$ cat config.mk
export PLATFORM = sky130hd
export DESIGN_NAME = branch_resolve
export DESIGN_NICKNAME = d
export VERILOG_FILES = /design/src/rtl/branch_pkg.sv /design/src/rtl/branch_cond.sv /design/src/rtl/branch_resolve.sv
export SDC_FILE = /design/constraint.sdc
export NUM_CORES = 1
export LEC_CHECK = 0
export CAP_MARGIN = 5
export CORE_UTILIZATION = 35
export DETAILED_ROUTE_END_ITERATION = 8
export HOLD_SLACK_MARGIN = 0.06
export PLACE_DENSITY = 0.89
export SETUP_SLACK_MARGIN = 0.02
export SYNTH_ARGS = -nofsm -noshare
export SYNTH_HDL_FRONTEND = slang
export SYNTH_SLANG_ARGS = --single-unit
$ cat constraint.sdc
create_clock -name clk -period 2.45 [get_ports clk]
set_input_delay 0.3675 -clock clk [delete_from_list [all_inputs] [get_ports clk]]
set_output_delay 0.3675 -clock clk [all_outputs]
set_load 0.02 [all_outputs]
$ cat src/rtl/branch_pkg.sv
// Shared definitions for the branch resolver.
// Holds the funct3 condition codes, the comparator mode (BrUn) encodings
// and the resolver state enum. It is imported by branch_cond and
// branch_resolve.
package branch_pkg;

  localparam logic [2:0] F3_BEQ  = 3'b000;
  localparam logic [2:0] F3_BNE  = 3'b001;
  localparam logic [2:0] F3_BLT  = 3'b100;
  localparam logic [2:0] F3_BGE  = 3'b101;
  localparam logic [2:0] F3_BLTU = 3'b110;
  localparam logic [2:0] F3_BGEU = 3'b111;

  localparam logic [1:0] BRUN_OFF = 2'b00;
  localparam logic [1:0] BRUN_U   = 2'b01;
  localparam logic [1:0] BRUN_S   = 2'b11;

  typedef enum logic [1:0] {
    IDLE     = 2'd0,
    REDIRECT = 2'd1,
    FLUSH    = 2'd2
  } state_t;

endpackage

$ cat src/rtl/branch_cond.sv
// Combinational branch condition evaluator.
// Maps funct3 and the comparator flags to a comparator mode and a taken bit.
// It holds no state, so a future branch predictor can reuse it.
// Ports:
//   is_jump - unconditional jump: always taken, comparator unused
//   funct3  - branch condition code
//   br_eq   - equal flag from the comparator
//   br_lt   - less-than flag from the comparator
//   brun    - comparator mode for this funct3 (00 off, 01 unsigned, 11 signed)
//   taken   - branch/jump decision
module branch_cond
  import branch_pkg::*;
(
  input  logic       is_jump,
  input  logic [2:0] funct3,
  input  logic       br_eq,
  input  logic       br_lt,
  output logic [1:0] brun,
  output logic       taken
);

  always_comb begin
    brun  = BRUN_OFF;
    taken = 1'b0;
    case (funct3)
      F3_BEQ:  begin brun = BRUN_S; taken = br_eq;  end
      F3_BNE:  begin brun = BRUN_S; taken = !br_eq; end
      F3_BLT:  begin brun = BRUN_S; taken = br_lt;  end
      F3_BGE:  begin brun = BRUN_S; taken = !br_lt; end
      F3_BLTU: begin brun = BRUN_U; taken = br_lt;  end
      F3_BGEU: begin brun = BRUN_U; taken = !br_lt; end
      default: ;  // 010/011 are illegal and resolve as not taken
    endcase
    if (is_jump) begin
      brun  = BRUN_OFF;
      taken = 1'b1;
    end
  end

endmodule

$ cat src/rtl/branch_resolve.sv
// Branch resolver between the execute-stage comparator and fetch.
// It turns a branch or jump into a taken/not-taken decision. A taken,
// word-aligned target becomes a registered PC redirect with a valid/ready
// handshake. Once fetch accepts the redirect, a pipeline flush is held for
// FLUSH_CYCLES cycles.
// Optional feature: define BRANCH_STATS_EN to add saturating counters for
// accepted and taken branches. Without the macro, the stat ports are tied
// to 0.
// Ports:
//   clk, rst_n       - clock (rising edge), asynchronous active-low reset
//   br_valid/ready   - branch handshake (ready only in IDLE)
//   br_is_jump       - unconditional jump
//   br_funct3        - branch condition code
//   br_target        - computed target address
//   BrEq, BrLt       - comparator flags
//   BrUn             - comparator mode select
//   redirect_valid/ready, redirect_pc - PC redirect to fetch
//   flush            - squash younger pipeline stages
//   misalign_exc     - one-cycle pulse for a taken, misaligned target
//   stat_branches, stat_taken - branch statistics
//
// state    | meaning
// IDLE     | accepting branches
// REDIRECT | redirect presented, waiting for redirect_ready
// FLUSH    | flush held while the counter runs down
module branch_resolve
  import branch_pkg::*;
#(
  parameter int XLEN         = 32,
  parameter int FLUSH_CYCLES = 2
) (
  input  logic            clk,
  input  logic            rst_n,
  input  logic            br_valid,
  output logic            br_ready,
  input  logic            br_is_jump,
  input  logic [2:0]      br_funct3,
  input  logic [XLEN-1:0] br_target,
  input  logic            BrEq,
  input  logic            BrLt,
  output logic [1:0]      BrUn,
  output logic            redirect_valid,
  input  logic            redirect_ready,
  output logic [XLEN-1:0] redirect_pc,
  output logic            flush,
  output logic            misalign_exc,
  output logic [31:0]     stat_branches,
  output logic [31:0]     stat_taken
);

  localparam int CW = (FLUSH_CYCLES > 1) ? $clog2(FLUSH_CYCLES) : 1;

  state_t            state, state_n;
  logic [CW-1:0]     cnt, cnt_n;
  logic              rv_n, flush_n, mis_n;
  logic [XLEN-1:0]   pc_n;
  logic [1:0]        cond_brun;
  logic              taken;
  logic              accept;

  branch_cond u_cond (
    .is_jump (br_is_jump),
    .funct3  (br_funct3),
    .br_eq   (BrEq),
    .br_lt   (BrLt),
    .brun    (cond_brun),
    .taken   (taken)
  );

  assign br_ready = (state == IDLE);
  assign accept   = br_valid && br_ready;
  assign BrUn     = (br_valid && !br_is_jump && state == IDLE) ? cond_brun : BRUN_OFF;

  always_ff @(posedge clk or negedge rst_n) begin
    if (!rst_n) begin
      state          <= IDLE;
      cnt            <= '0;
      redirect_valid <= 1'b0;
      redirect_pc    <= '0;
      flush          <= 1'b0;
      misalign_exc   <= 1'b0;
    end else begin
      state          <= state_n;
      cnt            <= cnt_n;
      redirect_valid <= rv_n;
      redirect_pc    <= pc_n;
      flush          <= flush_n;
      misalign_exc   <= mis_n;
    end
  end

  always_comb begin
    state_n = state;
    cnt_n   = cnt;
    rv_n    = redirect_valid;
    pc_n    = redirect_pc;
    flush_n = flush;
    mis_n   = 1'b0;
    case (state)
      IDLE: begin
        if (accept && taken) begin
          if (br_target[1:0] != 2'b00) begin
            mis_n = 1'b1;
          end else begin
            rv_n    = 1'b1;
            pc_n    = br_target;
            state_n = REDIRECT;
          end
        end
      end
      REDIRECT: begin
        if (redirect_ready) begin
          rv_n = 1'b0;
          if (FLUSH_CYCLES > 0) begin
            state_n = FLUSH;
            cnt_n   = CW'(FLUSH_CYCLES - 1);
            flush_n = 1'b1;
          end else begin
            state_n = IDLE;
          end
        end
      end
      FLUSH: begin
        if (cnt == '0) begin
          flush_n = 1'b0;
          state_n = IDLE;
        end else begin
          cnt_n = cnt - 1'b1;
        end
      end
      default: state_n = IDLE;
    endcase
  end

`ifdef BRANCH_STATS_EN
  always_ff @(posedge clk or negedge rst_n) begin
    if (!rst_n) begin
      stat_branches <= '0;
      stat_taken    <= '0;
    end else if (accept) begin
      if (stat_branches != 32'hFFFF_FFFF) stat_branches <= stat_branches + 32'd1;
      if (taken && stat_taken != 32'hFFFF_FFFF) stat_taken <= stat_taken + 32'd1;
    end
  end
`else
  assign stat_branches = '0;
  assign stat_taken    = '0;
`endif

endmodule

* Word level (Yosys, flattened, before mapping) *
Cells that the tools add are included.

word-level totals
  latch bits = 0
  register bits = 38
  output and inout port bits = 102
  memory bits (writable) = 0
  ROM bits = 0
  input port bits = 42
  memories = 0

operators by class
  multiply operators = 0
  shift operators = 0
  multiplexer cells = 22
  $lt $le $gt $ge = 0
  div/mod/pow operators = 0
  bitwise logic cells = 1
  add/sub/neg operators = 1
  reductions and logical operators = 21
  equal/unequal tests = 11

operators with widths
  cell                                                                      number
  3-bit equality test (second input constant)                               4
  2-bit 2-to-1 mux                                                          6
  1-bit 2-to-1 mux                                                          10
  4-bit AND reduction                                                       2
  2-bit inequality test (second input constant)                             3
  1-bit one-hot mux with 2 select lines                                     3
  2-bit one-hot mux with 3 select lines                                     1
  3-bit AND reduction                                                       2
  2-bit nonzero test                                                        3
  2-bit OR reduction                                                        3
  1-bit logical AND                                                         4
  1-bit one-hot mux with 4 select lines                                     1
  2-bit one-hot mux with 2 select lines                                     1
  4-bit OR reduction                                                        1
  3-bit by 1-bit equality test with 1-bit output (second input constant)    1
  1-bit logical NOT                                                         3
  3-bit logical NOT                                                         1
  2-bit by 1-bit equality test with 1-bit output (second input constant)    1
  2-bit equality test (second input constant)                               1
  2-bit logical NOT                                                         1
  2-bit by 1-bit inequality test with 1-bit output (second input constant)  1
  2-bit AND reduction                                                       1
  1-bit inverter                                                            1
  1-bit subtractor (second input constant)                                  1

* Longest topological paths before layout *
Gate-level depths: netlist (run 1).

  word-level depth = 7
  gate-level depth with buffers = 6

* Modules after synthesis *
A second synthesis (run 1) with hierarchy kept.

unflattened totals
  cells, all modules = 169
  area total of the unflattened synthesis = 2110.8 µm²

modules (own cells, without submodules)
  module          area each (µm²)  cells an instance  instances
  branch_resolve  2052.0           160                1
  branch_cond     58.8             9                  1

* Worst setup path before layout (run 1) *
No wires, ideal clock.

  kind = flip-flop to flip-flop
  start = reg state[1]
  end = reg redirect_pc[10]
  data required time = 2.325 ns
  period minus slack after synthesis = 1.850 ns
  stages on the path, launching flop included = 7
  setup slack = 0.600 ns
  data arrival time = 1.725 ns
  buffers on the path = 2
  cell sequence = dfrtp_1 -> nor2_1 -> nand2_1 -> and3b_1 -> buf_6 -> buf_6 -> mux2_4

between the ends
  word-level cells in the longest chain between the ends = 4

ends and longest elaborated chain
  item                                      line                   RTL
  start: declaration                        branch_resolve.sv:53   state_t state, state_n;
  start signal: assignment                  branch_resolve.sv:83   state <= state_n;
  2-bit logical NOT (*)                     branch_resolve.sv:70   assign br_ready = (state == IDLE);
  net br_ready                              branch_resolve.sv:35   output logic br_ready,
  1-bit logical AND                         branch_resolve.sv:71   assign accept = br_valid && br_ready;
  1-bit logical AND                         branch_resolve.sv:101  if (accept && taken) begin
  3-bit AND reduction (no source line) (*)  n/a
  end signal: assignment                    branch_resolve.sv:86   redirect_pc <= pc_n;
  end: declaration                          branch_resolve.sv:44   output logic [XLEN-1:0] redirect_pc,

Mark *: on every way through the listed nets, which the timed path passes. The rest lies on a longest branch.
A chain may end at the register's enable or synchronous reset.

* Worst setup path after layout (run 1) *
  start = in br_funct3[2]
  end = out BrUn[0]

between the ends
  word-level cells in the longest chain between the ends = 5

ends and longest elaborated chain
  item                                                                          line                  RTL
  start: declaration                                                            branch_resolve.sv:37  input logic [2:0] br_funct3,
  3-bit by 1-bit equality test with 1-bit output, or another cell as far along  branch_cond.sv:25     case (funct3)
  4-bit OR reduction (no source line) or 2-bit OR reduction (tied branches)     n/a
  2-bit one-hot mux with 2 select lines (*)                                     branch_cond.sv:25
  2-bit 2-to-1 mux (*)                                                          branch_cond.sv:34     if (is_jump) begin
  2-bit 2-to-1 mux (*)                                                          branch_resolve.sv:72  assign BrUn = (br_valid && !br_is_jump && state == IDLE) ? cond_brun : BRUN_OFF;
  end: declaration                                                              branch_resolve.sv:41  output logic [1:0] BrUn,

Every way passes the cells marked *; elsewhere a longest branch is shown, timed or not.

==> reports/summary.txt, run 1 <==
================================================================================
Outcome                                                                completed
Number of setup violations in the final report                                 0
Final worst path period share                                             93.45%
Setup Skew                                                           0.006406 ns
Number of antenna violations at the first check in global routing              0
Number of maximum-capacitance constraint violations                            0
Crit Path Category                                                     in -> out
Pwr Density                                                         944.9 mW/mm^2
Setup slack of the critical path after layout                          0.1604 ns
Largest vdd supply drop                                                0.4078 mV
Die Area                                                            0.006276 sq mm
Number of levels in the clock H-tree                                           2
Clock-pin slew on the worst setup and hold paths                         0.08 ns
Height of the die                                                       79.22 um
TritonCTS clock tree                                                         yes
Unrepaired setup endpoints after global routing                               no
Placeable core region                                               0.005642 sq mm
Fin nets                                                                     290
Clock root buffer                                                   sky130_fd_sc_hd__clkbuf_8
Final design area excluding fillers                                 0.002790 sq mm
Pin count of the biggest net entering global routing                          39
Count of boundary I/O pins                                                   144
Per-cell via count in the routed design                                    3.953
Vias in the first global route                                              1226
Most numerous cell in the Yosys netlist                             sky130_fd_sc_hd__buf_4
Data arrival time at the worst-slack endpoint                            1.92 ns
Post-CTS Setup Inserts                                                         0
Initial detailed-routing violation count                                      32
Wire length reported by the detailed router                              3828 um
Leakage                                                                 1.286 nW
Max-slew violation count                                                       0
Routed wirelength normalized by instance count                          11.93 um
Growth of design area from synthesis to finish                            33.69%
Grt total ovfl                                                                 0
Routability congestion estimate                                           0.7120
Gate count after technology mapping                                          166
FP Rows                                                                       27
Post-synth top area cell                                            sky130_fd_sc_hd__dfrtp_1
Number of input and output port buffers inserted                              79
Hpwl dp                                                                  2810 um
Area share of the leading cell type in the synthesized netlist            45.56%
Number of enable-type register cells in the synthesized netlist                0
Min cycle time layout                                                   2.290 ns
Width of the die                                                        79.22 um
Post-placement worst setup slack                                       0.1645 ns
Clock latency on the worst-skew pair                                     0.29 ns
Transition time of the tightest slew-check pin                         0.8344 ns
Number of clock sinks                                                         38
Worst path required time                                                 2.08 ns
Antenna Nets Post-Route                                                        0
Sequential-to-total area share from yosys stat                            45.56%
Total power draw                                                        2.636 mW
Mean instance size in the synthesized netlist                        12.57 sq um
Area of placed instances                                            0.002695 sq mm
Placed Cells incl. Taps                                                      313
Global-route wire length before repair                                   5982 um
Post-synth ARST share                                                     100.0%
Initial core utilization                                                  36.99%
Initial DRT Pass Iterations                                                    2
Post-route non-filler standard cell count                                    321
Final hold violation count                                                     0
Count of cells resized by post-cts repair                                      0
Library cells used by synthesis                                               20
Detailed-route DRC error count                                                 0
Headroom to the max-slew limit                                            44.38%
Commonest cells in the netlist                                      sky130_fd_sc_hd__buf_4 (64), sky130_fd_sc_hd__dfrtp_1 (38), sky130_fd_sc_hd__mux2_4 (26), sky130_fd_sc_hd__o21ai_0 (5)
Setup TNS after final layout                                                0 ns
GRT Overall Usage                                                         12.62%
Crit path capture type                                                output pin
CTS hold repair buffers                                                        0
Class of the tightest hold or removal check                          in -> async
Layout cells sized above 1                                                14.86%
Primary FF master, synth                                            sky130_fd_sc_hd__dfrtp_1
Worst setup SP type                                                   input port
Syn. warnings                                                                  0
Total inserted antenna cells                                                   0
Fmax                                                                   436.8 MHz
Maximum number of buffers from clock root to sink                              2
Flip-flop and latch count after synthesis                                     38
Maximum fanout encountered on the critical timing path                         5
Cell types occupying the most area after synthesis                  sky130_fd_sc_hd__dfrtp_1 (46%), sky130_fd_sc_hd__buf_4 (23%), sky130_fd_sc_hd__mux2_4 (19%), sky130_fd_sc_hd__buf_6 (2.2%), sky130_fd_sc_hd__mux2_1 (2.2%)
Area of the mapped netlist                                          0.002087 sq mm
DR vias                                                                     1269
CTS buffer count                                                               5
================================================================================
layer usage:
metal / global-route usage (%) / routed length [um]
met1: 14.23 / 1593
met2: 21.47 / 1838
met3: 4.023 / 350
met4: 6.000 / 45
met5: 0 / 0
where the power goes:
part | internal, mW | total, mW | switching (mW)
clock | 0.226 | 0.442 | 0.216
sequential | 0.846 | 0.971 | 0.125
combinational | 0.663 | 1.22 | 0.561
total | 1.73 | 2.64 | 0.902
worst max-delay path, cell delays in order:
cell	delay [ns]
sky130_fd_sc_hd__clkdlybuf4s50_1	0.55
sky130_fd_sc_hd__and2b_1	0.20
sky130_fd_sc_hd__nor3_1	0.16
sky130_fd_sc_hd__clkdlybuf4s50_1	0.65
cells in the final DEF, fill, tap and decap left out, types with 2 or more instances in the layout:
cell type / instances
sky130_fd_sc_hd__nor2b_1: 3
sky130_fd_sc_hd__a21oi_1: 2
sky130_fd_sc_hd__clkbuf_8: 6
sky130_fd_sc_hd__mux2_4: 26
sky130_fd_sc_hd__nand2b_1: 2
sky130_fd_sc_hd__nor3_1: 3
sky130_fd_sc_hd__nor2_1: 2
sky130_fd_sc_hd__o21ai_0: 5
sky130_fd_sc_hd__mux2_1: 4
sky130_fd_sc_hd__conb_1: 64
sky130_fd_sc_hd__nor3b_1: 3
sky130_fd_sc_hd__clkdlybuf4s50_1: 78
sky130_fd_sc_hd__nand2_1: 3
sky130_fd_sc_hd__dfrtp_1: 38
layout make-up:
class | instances | area (sq um)
Multi-Input combinational cell | 123 | 848.3
Clock inverter | 2 | 12.51
Timing Repair Buffer | 80 | 805.8
Sequential cell | 38 | 950.9
Fill cell | 493 | 2851
Tap cell | 72 | 90.09
Clock buffer | 6 | 82.58
cell families after synthesis:
group,synth area share (%)
buffers and inverters,25.18
DFF,45.56
muxes,20.86
and+or+nand+nor,5.636
AOI/OAI and AO/OA,2.578
other,0.1797
sequential cells by signal (all words and copies together) (netlist names):
register and cells:
cnt 1, flush 1, misalign_exc 1, redirect_pc 32, redirect_valid 1, state 2
path summary, 6_finish.rpt:
kind | start | end | slack, ns | depth (start not counted)
worst max-delay path | br_funct3[2] | BrUn[0] | 0.16 | 4
worst min-delay path | rst_n | redirect_pc[5]$_DFFE_PN0P_ | 0.18 | 1
worst max register to register | state[0]$_DFFE_PN0P_ | redirect_pc[2]$_DFFE_PN0P_ | 0.63 | 5
worst min register to register | redirect_pc[2]$_DFFE_PN0P_ | redirect_pc[2]$_DFFE_PN0P_ | 0.49 | 1
max in group asynchronous | rst_n | redirect_pc[1]$_DFFE_PN0P_ | 1.75 | 1
min in group clk | redirect_pc[2]$_DFFE_PN0P_ | redirect_pc[2]$_DFFE_PN0P_ | 0.49 | 1
per-stage QoR:
stage | utilization (%) | hold slack, ns
finish | 49.46 | 0.1799
global route | 49.46 | 0.2361
CTS | 49.46 | 0.2023
detailed placement | 47.77 | 0.4807
global placement | 47.77 | 0.4673
floorplan | - | 0.07191
(Power assumes the default switching activity.)
==> run 2, diff against run 1 <==
CORE_UTILIZATION = 38   (was 35)
PLACE_DENSITY = 0.95   (was 0.89)
SLEW_MARGIN = 20   (was unset)
==> run 2 against run 1 <==
Register-to-register slack improved by 0.04 ns. Total power increased by 0.30%. Largest cell class unchanged. Largest power group unchanged. Clock skew down 0.0020 ns. Final cell count fell by 0.31%.
==> reports/summary.txt, run 2 (synthesis gave the netlist of run 1 again) <==
================================================================================
Vias in the first global route                                              1223   -0.24%
Post-CTS Setup Inserts                                                         0   unchanged
GRT Overall Usage                                                         13.96%   +1.3 points
Unrepaired setup endpoints after global routing                               no
Routability congestion estimate                                           0.7515   +5.5%
Initial DRT Pass Iterations                                                    4   +2
Final worst path period share                                             91.31%   -2.1 points
Growth of design area from synthesis to finish                            33.33%
FP Rows                                                                       26   -3.7%
Pwr Density                                                         950.2 mW/mm^2   +0.57%
Placeable core region                                               0.005205 sq mm   -7.7%
Height of the die                                                       76.11 um   -3.9%
Fin nets                                                                     291   +0.34%
Hpwl dp                                                                  2981 um   +6.1%
Setup Skew                                                           0.004422 ns   -0.001984 ns
Registers with the highest flip-flop counts                         redirect_pc: 32 flops, state: 2 flops
CTS hold repair buffers                                                        0   unchanged
Data arrival time at the worst-slack endpoint                            1.87 ns   -0.05 ns
Number of setup violations in the final report                                 0   unchanged
Detailed-route DRC error count                                                 0   unchanged
Most used cells in the layout excluding fill and tap cells          sky130_fd_sc_hd__clkdlybuf4s50_1 (78), sky130_fd_sc_hd__conb_1 (64), sky130_fd_sc_hd__dfrtp_1 (38)
Final hold violation count                                                     0   unchanged
TritonCTS clock tree                                                         yes
CTS buffer count                                                               5   unchanged
Number of clock sinks                                                         38   unchanged
Routed wirelength normalized by instance count                          12.11 um   +1.5%
Headroom to the max-slew limit                                            45.28%   +0.91 points
Destination of the critical timing path                                  BrUn[0]
Crit path capture type                                                output pin
Count of boundary I/O pins                                                   144   unchanged
Grt total ovfl                                                                 0   unchanged
Register name with the most flops                                    redirect_pc
Clock latency on the worst-skew pair                                     0.28 ns   about the same
Worst setup SP type                                                   input port
Layout cells sized above 1                                                15.20%   +0.34 points
Worst R2R Path Depth                                                           5   unchanged
Origin of the critical flop-to-flop path                            state[0]$_DFFE_PN0P_
Hold Slack                                                             0.1756 ns   -0.004236 ns
Per-cell via count in the routed design                                    4.003   +1.3%
Crit Path Category                                                     in -> out
Clock root buffer                                                   sky130_fd_sc_hd__clkbuf_8
Worst path required time                                                 2.08 ns   about the same
Most common cell after layout, fill and taps aside                  sky130_fd_sc_hd__clkdlybuf4s50_1
Outcome                                                                completed
Antenna Nets Post-Route                                                        0   unchanged
Initial detailed-routing violation count                                      22   -31%
Min cycle time layout                                                   2.237 ns   -0.05255 ns
Die Area                                                            0.005793 sq mm   -7.7%
Setup TNS after final layout                                                0 ns   unchanged
Fmax                                                                   447.0 MHz   +2.3%
Class of the tightest hold or removal check                          in -> async
Count of cells resized by post-cts repair                                      0   unchanged
Global-route wire length before repair                                   6258 um   +4.6%
Number of input and output port buffers inserted                              79   unchanged
Number of antenna violations at the first check in global routing              0   unchanged
Width of the die                                                        76.11 um   -3.9%
Flip-flop count of the largest register after layout                          32   unchanged
Clock-pin slew on the worst setup and hold paths                         0.07 ns   about the same
Pin count of the biggest net entering global routing                          39   unchanged
Number of maximum-capacitance constraint violations                            0   unchanged
Maximum number of buffers from clock root to sink                              2   unchanged
DR vias                                                                     1281   +0.95%
Number of levels in the clock H-tree                                           2   unchanged
Transition time of the tightest slew-check pin                         0.8207 ns   -0.01360 ns
Total inserted antenna cells                                                   0   unchanged
Worst R2R Setup Slack                                                    0.67 ns   +0.04 ns
Wire length reported by the detailed router                              3875 um   +1.2%
Leakage                                                                 1.289 nW   +0.19%
Beginning of the critical path                                      br_funct3[2]
Max-slew violation count                                                       0   unchanged
Maximum fanout encountered on the critical timing path                         5   unchanged
Initial core utilization                                                  40.10%   +3.1 points
Terminus of the critical flop-to-flop path                          redirect_pc[2]$_DFFE_PN0P_
Largest vdd supply drop                                                0.3886 mV   -4.7%
================================================================================
-- run 2: critical path: stages --
cell and delay, ns:
sky130_fd_sc_hd__clkdlybuf4s50_1 0.54, sky130_fd_sc_hd__and2b_1 0.20, sky130_fd_sc_hd__nor3_1 0.13, sky130_fd_sc_hd__clkdlybuf4s50_1 0.63
-- run 2: cell type report --
type / instances / area (sq um)
multi-input cells: 123 / 848.3
clock buffers: 6 / 82.58
clock inverters: 2 / 12.51
repair buffers: 81 / 800.8
fillers: 454 / 2422
well taps: 70 / 87.58
flip-flops and latches: 38 / 950.9
-- run 2: where the power goes --
part / switching (mW) / internal, mW / total (mW) / leakage [nW]
clock: 0.213 / 0.226 / 0.439 / 0.0472
sequential: 0.134 / 0.846 / 0.980 / 0.457
combinational: 0.564 / 0.661 / 1.23 / 0.785
total: 0.911 / 1.73 / 2.64 / 1.29
-- run 2: per-layer routing --
metal / vias to the layer above / track usage, % / part of all wire [%]
met3: 5 / 3.952 / 7.2
met1: 609 / 16.88 / 42
met2: 80 / 23.18 / 50
met5: - / 0 / 0
li1: 587 / - / -
met4: 0 / 6.154 / 1.0
-- run 2: worst min path at each step --
stage               cells after the start                           to                        from  slack [ns]
detailed placement                      1   redirect_pc[3]$_DFFE_PN0P_  redirect_pc[3]$_DFFE_PN0P_        0.48
finish                                  1  redirect_pc[15]$_DFFE_PN0P_                       rst_n        0.18
global placement                        1   redirect_pc[5]$_DFFE_PN0P_  redirect_pc[5]$_DFFE_PN0P_        0.47
global route                            1  redirect_pc[15]$_DFFE_PN0P_                       rst_n        0.24
CTS                                     1  redirect_pc[15]$_DFFE_PN0P_                       rst_n        0.19
floorplan                               0              cnt$_DFFE_PN0P_                       rst_n        0.07
-- run 2: metrics by stage --
| step | power, mW | worst slack, ns | util, % | cells | cell area [sq um] |
|---|---|---|---|---|---|
| after floorplan | 1.719 | 0.5999 | - | 229 | 2323 |
| after global placement | 2.186 | 0.2479 | 51.63 | 312 | 2688 |
| after detailed placement | 2.221 | 0.1627 | 51.63 | 312 | 2688 |
| after CTS | 2.683 | 0.2038 | 53.46 | 320 | 2783 |
| after global routing | 2.791 | 0.1187 | 53.46 | 320 | 2783 |
| final | 2.644 | 0.2129 | 53.46 | 320 | 2783 |
